`config.mk`:
```
export PLATFORM = sky130hd
export DESIGN_NAME = scale_mux_arb
export DESIGN_NICKNAME = d
export VERILOG_FILES = /design/src/rtl/scale_mux_pkg.sv /design/src/rtl/rr_arbiter.sv /design/src/rtl/scale_mux_arb.sv
export SDC_FILE = /design/constraint.sdc
export NUM_CORES = 1
export LEC_CHECK = 0
export ABC_AREA = 1
export CORE_ASPECT_RATIO = 2
export CORE_MARGIN = 2
export CORE_UTILIZATION = 45
export DETAILED_ROUTE_END_ITERATION = 6
export PLACE_DENSITY = 0.81
export SLEW_MARGIN = 20
export SYNTH_ARGS = -nofsm -noshare
export SYNTH_HDL_FRONTEND = slang
export SYNTH_SLANG_ARGS = --single-unit
```
`constraint.sdc`:
```
create_clock -name i_clk -period 2.75 [get_ports i_clk]
set_clock_uncertainty 0.15 [all_clocks]
set_input_delay 0.4125 -clock i_clk [delete_from_list [all_inputs] [get_ports i_clk]]
set_output_delay 0.4125 -clock i_clk [all_outputs]
set_load 0.01 [all_outputs]
```
`src/rtl/scale_mux_pkg.sv`:
```
// Shared defaults and mode names for the arbitrating scale mux.
// No ports: constants and the mux_mode_e enum only.
package scale_mux_pkg;

  localparam int DEF_WIDTH = 8;
  localparam int DEF_NCH   = 4;

  typedef enum logic {
    MODE_FIXED = 1'b0,
    MODE_RR    = 1'b1
  } mux_mode_e;

endpackage

```
`src/rtl/rr_arbiter.sv`:
```
// Round-robin / fixed-priority arbiter owning the rr pointer.
// Ports: clk, rst_n, req, rr_en, advance in; one-hot grant, idx out.
module rr_arbiter
  import scale_mux_pkg::*;
#(
  parameter  int NCH = DEF_NCH,
  localparam int CHW = (NCH > 1) ? $clog2(NCH) : 1
) (
  input  logic           clk,
  input  logic           rst_n,
  input  logic [NCH-1:0] req,
  input  logic           rr_en,
  input  logic           advance,
  output logic [NCH-1:0] grant,
  output logic [CHW-1:0] idx
);

  if (NCH == 1) begin : g_single
    logic unused_in;
    assign unused_in = ^{clk, rst_n, rr_en, advance};
    assign grant = req;
    assign idx   = '0;
  end else begin : g_multi
    logic [CHW-1:0] ptr;
    logic [CHW-1:0] c;
    logic           found;

    // In fixed mode the scan starts at 0,
    // so the lowest valid index wins.
    always_comb begin
      grant = '0;
      idx   = '0;
      found = 1'b0;
      c     = '0;
      for (int i = 0; i < NCH; i++) begin
        if (rr_en)
          c = CHW'((int'(ptr) + i) % NCH);
        else
          c = CHW'(i);
        if (!found && req[c]) begin
          found    = 1'b1;
          grant[c] = 1'b1;
          idx      = c;
        end
      end
    end

    // Pointer is frozen in fixed mode and
    // resumes from its value when rr returns.
    always_ff @(posedge clk or negedge rst_n) begin
      if (!rst_n)
        ptr <= '0;
      else if (advance && rr_en)
        ptr <= (idx == CHW'(NCH - 1)) ?
               '0 : idx + 1'b1;
    end
  end

endmodule

```
`src/rtl/scale_mux_arb.sv`:
```
// N-channel arbitrating mux with a registered, backpressured output.
// Ports: i_clk, i_rst_n, i_rr_en, i_in_data/valid, o_in_ready,
//        o_out_data/ch/valid, i_out_ready.
module scale_mux_arb
  import scale_mux_pkg::*;
#(
  parameter  int WIDTH = DEF_WIDTH,
  parameter  int NCH   = DEF_NCH,
  localparam int CHW   = (NCH > 1) ? $clog2(NCH) : 1
) (
  input  logic             i_clk,
  input  logic             i_rst_n,
  input  logic             i_rr_en,
  input  logic [WIDTH-1:0] i_in_data [NCH],
  input  logic [NCH-1:0]   i_in_valid,
  output logic [NCH-1:0]   o_in_ready,
  output logic [WIDTH-1:0] o_out_data,
  output logic [CHW-1:0]   o_out_ch,
  output logic             o_out_valid,
  input  logic             i_out_ready
);

  logic           load;
  logic           in_xfer;
  logic [NCH-1:0] grant;
  logic [CHW-1:0] idx;

  rr_arbiter #(.NCH(NCH)) u_arb (
    .clk     (i_clk),
    .rst_n   (i_rst_n),
    .req     (i_in_valid),
    .rr_en   (i_rr_en),
    .advance (in_xfer),
    .grant   (grant),
    .idx     (idx)
  );

  // The register can take a beat when empty
  // or when its current beat leaves this cycle.
  assign load = !o_out_valid || i_out_ready;

  // Reset also blocks ready, so nothing is
  // accepted while the block is held in reset.
  assign o_in_ready = (load && i_rst_n) ?
                      grant : '0;

  assign in_xfer = |(o_in_ready & i_in_valid);

  always_ff @(posedge i_clk or negedge i_rst_n) begin
    if (!i_rst_n) begin
      o_out_valid <= 1'b0;
      o_out_data  <= '0;
      o_out_ch    <= '0;
    end else if (in_xfer) begin
      o_out_valid <= 1'b1;
      o_out_data  <= i_in_data[idx];
      o_out_ch    <= idx;
    end else if (i_out_ready) begin
      o_out_valid <= 1'b0;
    end
  end

endmodule

```
==> impl_metrics.tcl <==
set metrics [dict create \
    final_common_cell "nand2_1" \
    synth_compound_area_frac 0.0238 \
    whs_ps 335 \
    cts_tree "built" \
    first_iter_violations 36 \
    synthAdderAreaFrac 0 \
    ant_nets 0 \
    area_delta_synth_final_pct 54.4 \
    total_leakage_power_nw 1.36 \
    vias 1813 \
    viasPerCell 5.08 \
    syn-cell-area_um2 1520 \
    antenna_found_initial 0 \
    cts.sinks 13 \
    syn-mean-instance-area_um2 6.21 \
    grt.total_usage 0.241 \
    required_ps 2190 \
    gr-total-overflow 0 \
    synthSimpleGateAreaFrac 0.581 \
    finalCritPeriodShare 0.966 \
    hold_path.class "reg2reg" \
    place_hpwl_um 3550 \
    synth-seq-cells 13 \
    dieArea_um2 3890 \
    vdd_drop_max_mv 0.874 \
    io_buffers 54 \
    synth_xor_area_frac 0 \
    worst_slew_pin_slew_ps 264 \
    maxSlewViolCount 0 \
    status "complete, no violations" \
    htree_levels 1 \
    synth_nets 285 \
    gp_congestion 0.939 \
    io_pins 55 \
    ys_seq_area_frac 0.214 \
    cp_max_fo 5 \
    drc 0 \
    startpoint_type "flop" \
    core_area_um2 3190 \
    final_nets 367 \
    synth_top_family_by_area "simple AND/OR/NAND/NOR gates" \
    maxCapViolCount 0 \
    synth_cell_type_count 23 \
    clk_pin_slew_worst_paths_ps 50 \
    start_util 0.476 \
    final_cells 357 \
    clk_latency_ps 240 \
    routedWlPerCell_um 12.6 \
    dieWidth_um 45.1 \
    hold_viol_final 0 \
    synth_mux_area_frac 0 \
    cts_buffers 3 \
    grt_max_degree 19 \
    dp.cells 346 \
    grt_pass1_wl_um 7200 \
    wirelength_um 4480 \
    finalInstanceArea_um2 2350 \
    setup_viol 0 \
    end_kind "primary output" \
    critPathArrivalTime_ps 2090 \
    drive_gt1_frac 0.215 \
    drt_pass1_iterations 4 \
    p_per_area_nw_per_um2 1000 \
    final.min_clock_period_ps 2660 \
    max_freq_ghz 0.376 \
    clockRootBuffer "clkbuf_8" \
    rows 29 \
    fill_cells 273 \
    yosysWarnings 0 \
    grt_pass1_vias 1772 \
    slew_headroom 0.822 \
    diodes 0 \
    dieHeight_um 86.2 \
    synthCells 245 \
    place_area_um2 2210 \
    critPathKind "reg2out" \
    cts_buffer_depth 2 \
    mostFrequentLayoutCells "nand2_1, inv_1, clkdlybuf4s50_1" \
]
-- per-stage QoR --
stage	setup slack, ps	utilization	total power, mW	setup TNS, ps
4_1_cts	-164	0.712	2.28	-164
2_1_floorplan	481	-	1.46	0
3_3_place_gp	-451	0.694	2.07	-3370
3_5_place_dp	-534	0.694	2.10	-4520
5_1_grt	-23.9	0.736	2.57	-23.9
6_report	93.8	0.736	2.36	0
-- what timing repair did --
item,CTS,global route
hold buffers,0,0
setup buffers,1,6
pin swaps,2,6
gates resized for setup,9,11
cloned,0,0
setup endpoints to repair,4,3
-- worst paths after layout --
check                                             to  cells after the start  slack (ps)                  from
min in group asynchronous              o_out_data[4]                      2         360               i_rst_n
worst max-delay path                   o_in_ready[1]                     13          90  u_arb.g_multi.ptr[0]
worst max register to register         o_out_data[5]                     16         410  u_arb.g_multi.ptr[0]
worst min-delay path                   o_out_data[1]                      2         330         o_out_data[1]
worst min register to register         o_out_data[1]                      2         330         o_out_data[1]
max in group asynchronous       u_arb.g_multi.ptr[1]                      2        1910               i_rst_n
-- metal layers --
metal	share of wire	GRT usage	vias to the layer above
li1	-	-	928
met1	0.36	0.244	815
met2	0.55	0.451	53
met3	0.044	0.0479	17
met4	0.041	0.0963	0
met5	0	0	-
-- worst max-delay path, stage by stage (launching register included) --
cell and delay, ps:
dfrtp_2 470, buf_12 150, nand3_1 80, nand3_2 90, nand2_4 100, inv_1 70, nor2_4 120, buf_4 140
nand3_1 90, nand2_2 110, inv_2 40, nand3_1 70, inv_1 40, dlygate4sd2_1 270
-- registers in the layout (all words and copies together) (netlist names) --
signal	cells
u_arb.g_multi.ptr	2
o_out_valid	1
o_out_data	8
o_out_ch	2
-- logic make-up after synthesis --
logic type,count (synthesis)
buffers and inverters,59
DFF,13
and+or+nand+nor,167
AOI/OAI and AO/OA,6
-- report_power, final --
part	total, mW	switching (mW)	internal [mW]	leakage, nW
clock	0.170	0.0680	0.102	0.0228
combinational	1.81	0.988	0.826	1.18
sequential	0.372	0.0769	0.295	0.157
-- cells in the mapped netlist, drive strengths merged --
master | number | area [um2]
nand3b | 1 | 7.51
nand2 | 95 | 414
dfrtp | 13 | 325
nand4 | 18 | 128
a21boi | 1 | 7.51
a21oi | 1 | 5.00
buf | 9 | 86.3
nand3 | 43 | 283
inv | 49 | 184
clkinv | 1 | 5.00
nor2 | 10 | 52.6
o21ai | 4 | 23.8
-- cell type report --
cell class / count / area (um2) / share of cell area
multi-input cells: 173 / 941 / 0.401
repair buffers: 86 / 807 / 0.344
flip-flops and latches: 13 / 328 / 0.140
inverters: 50 / 189 / 0.0804
clock buffers: 4 / 45.0 / 0.0192
well taps: 31 / 38.8 / 0.0165
Note: power is estimated with default switching activity, not from simulation.
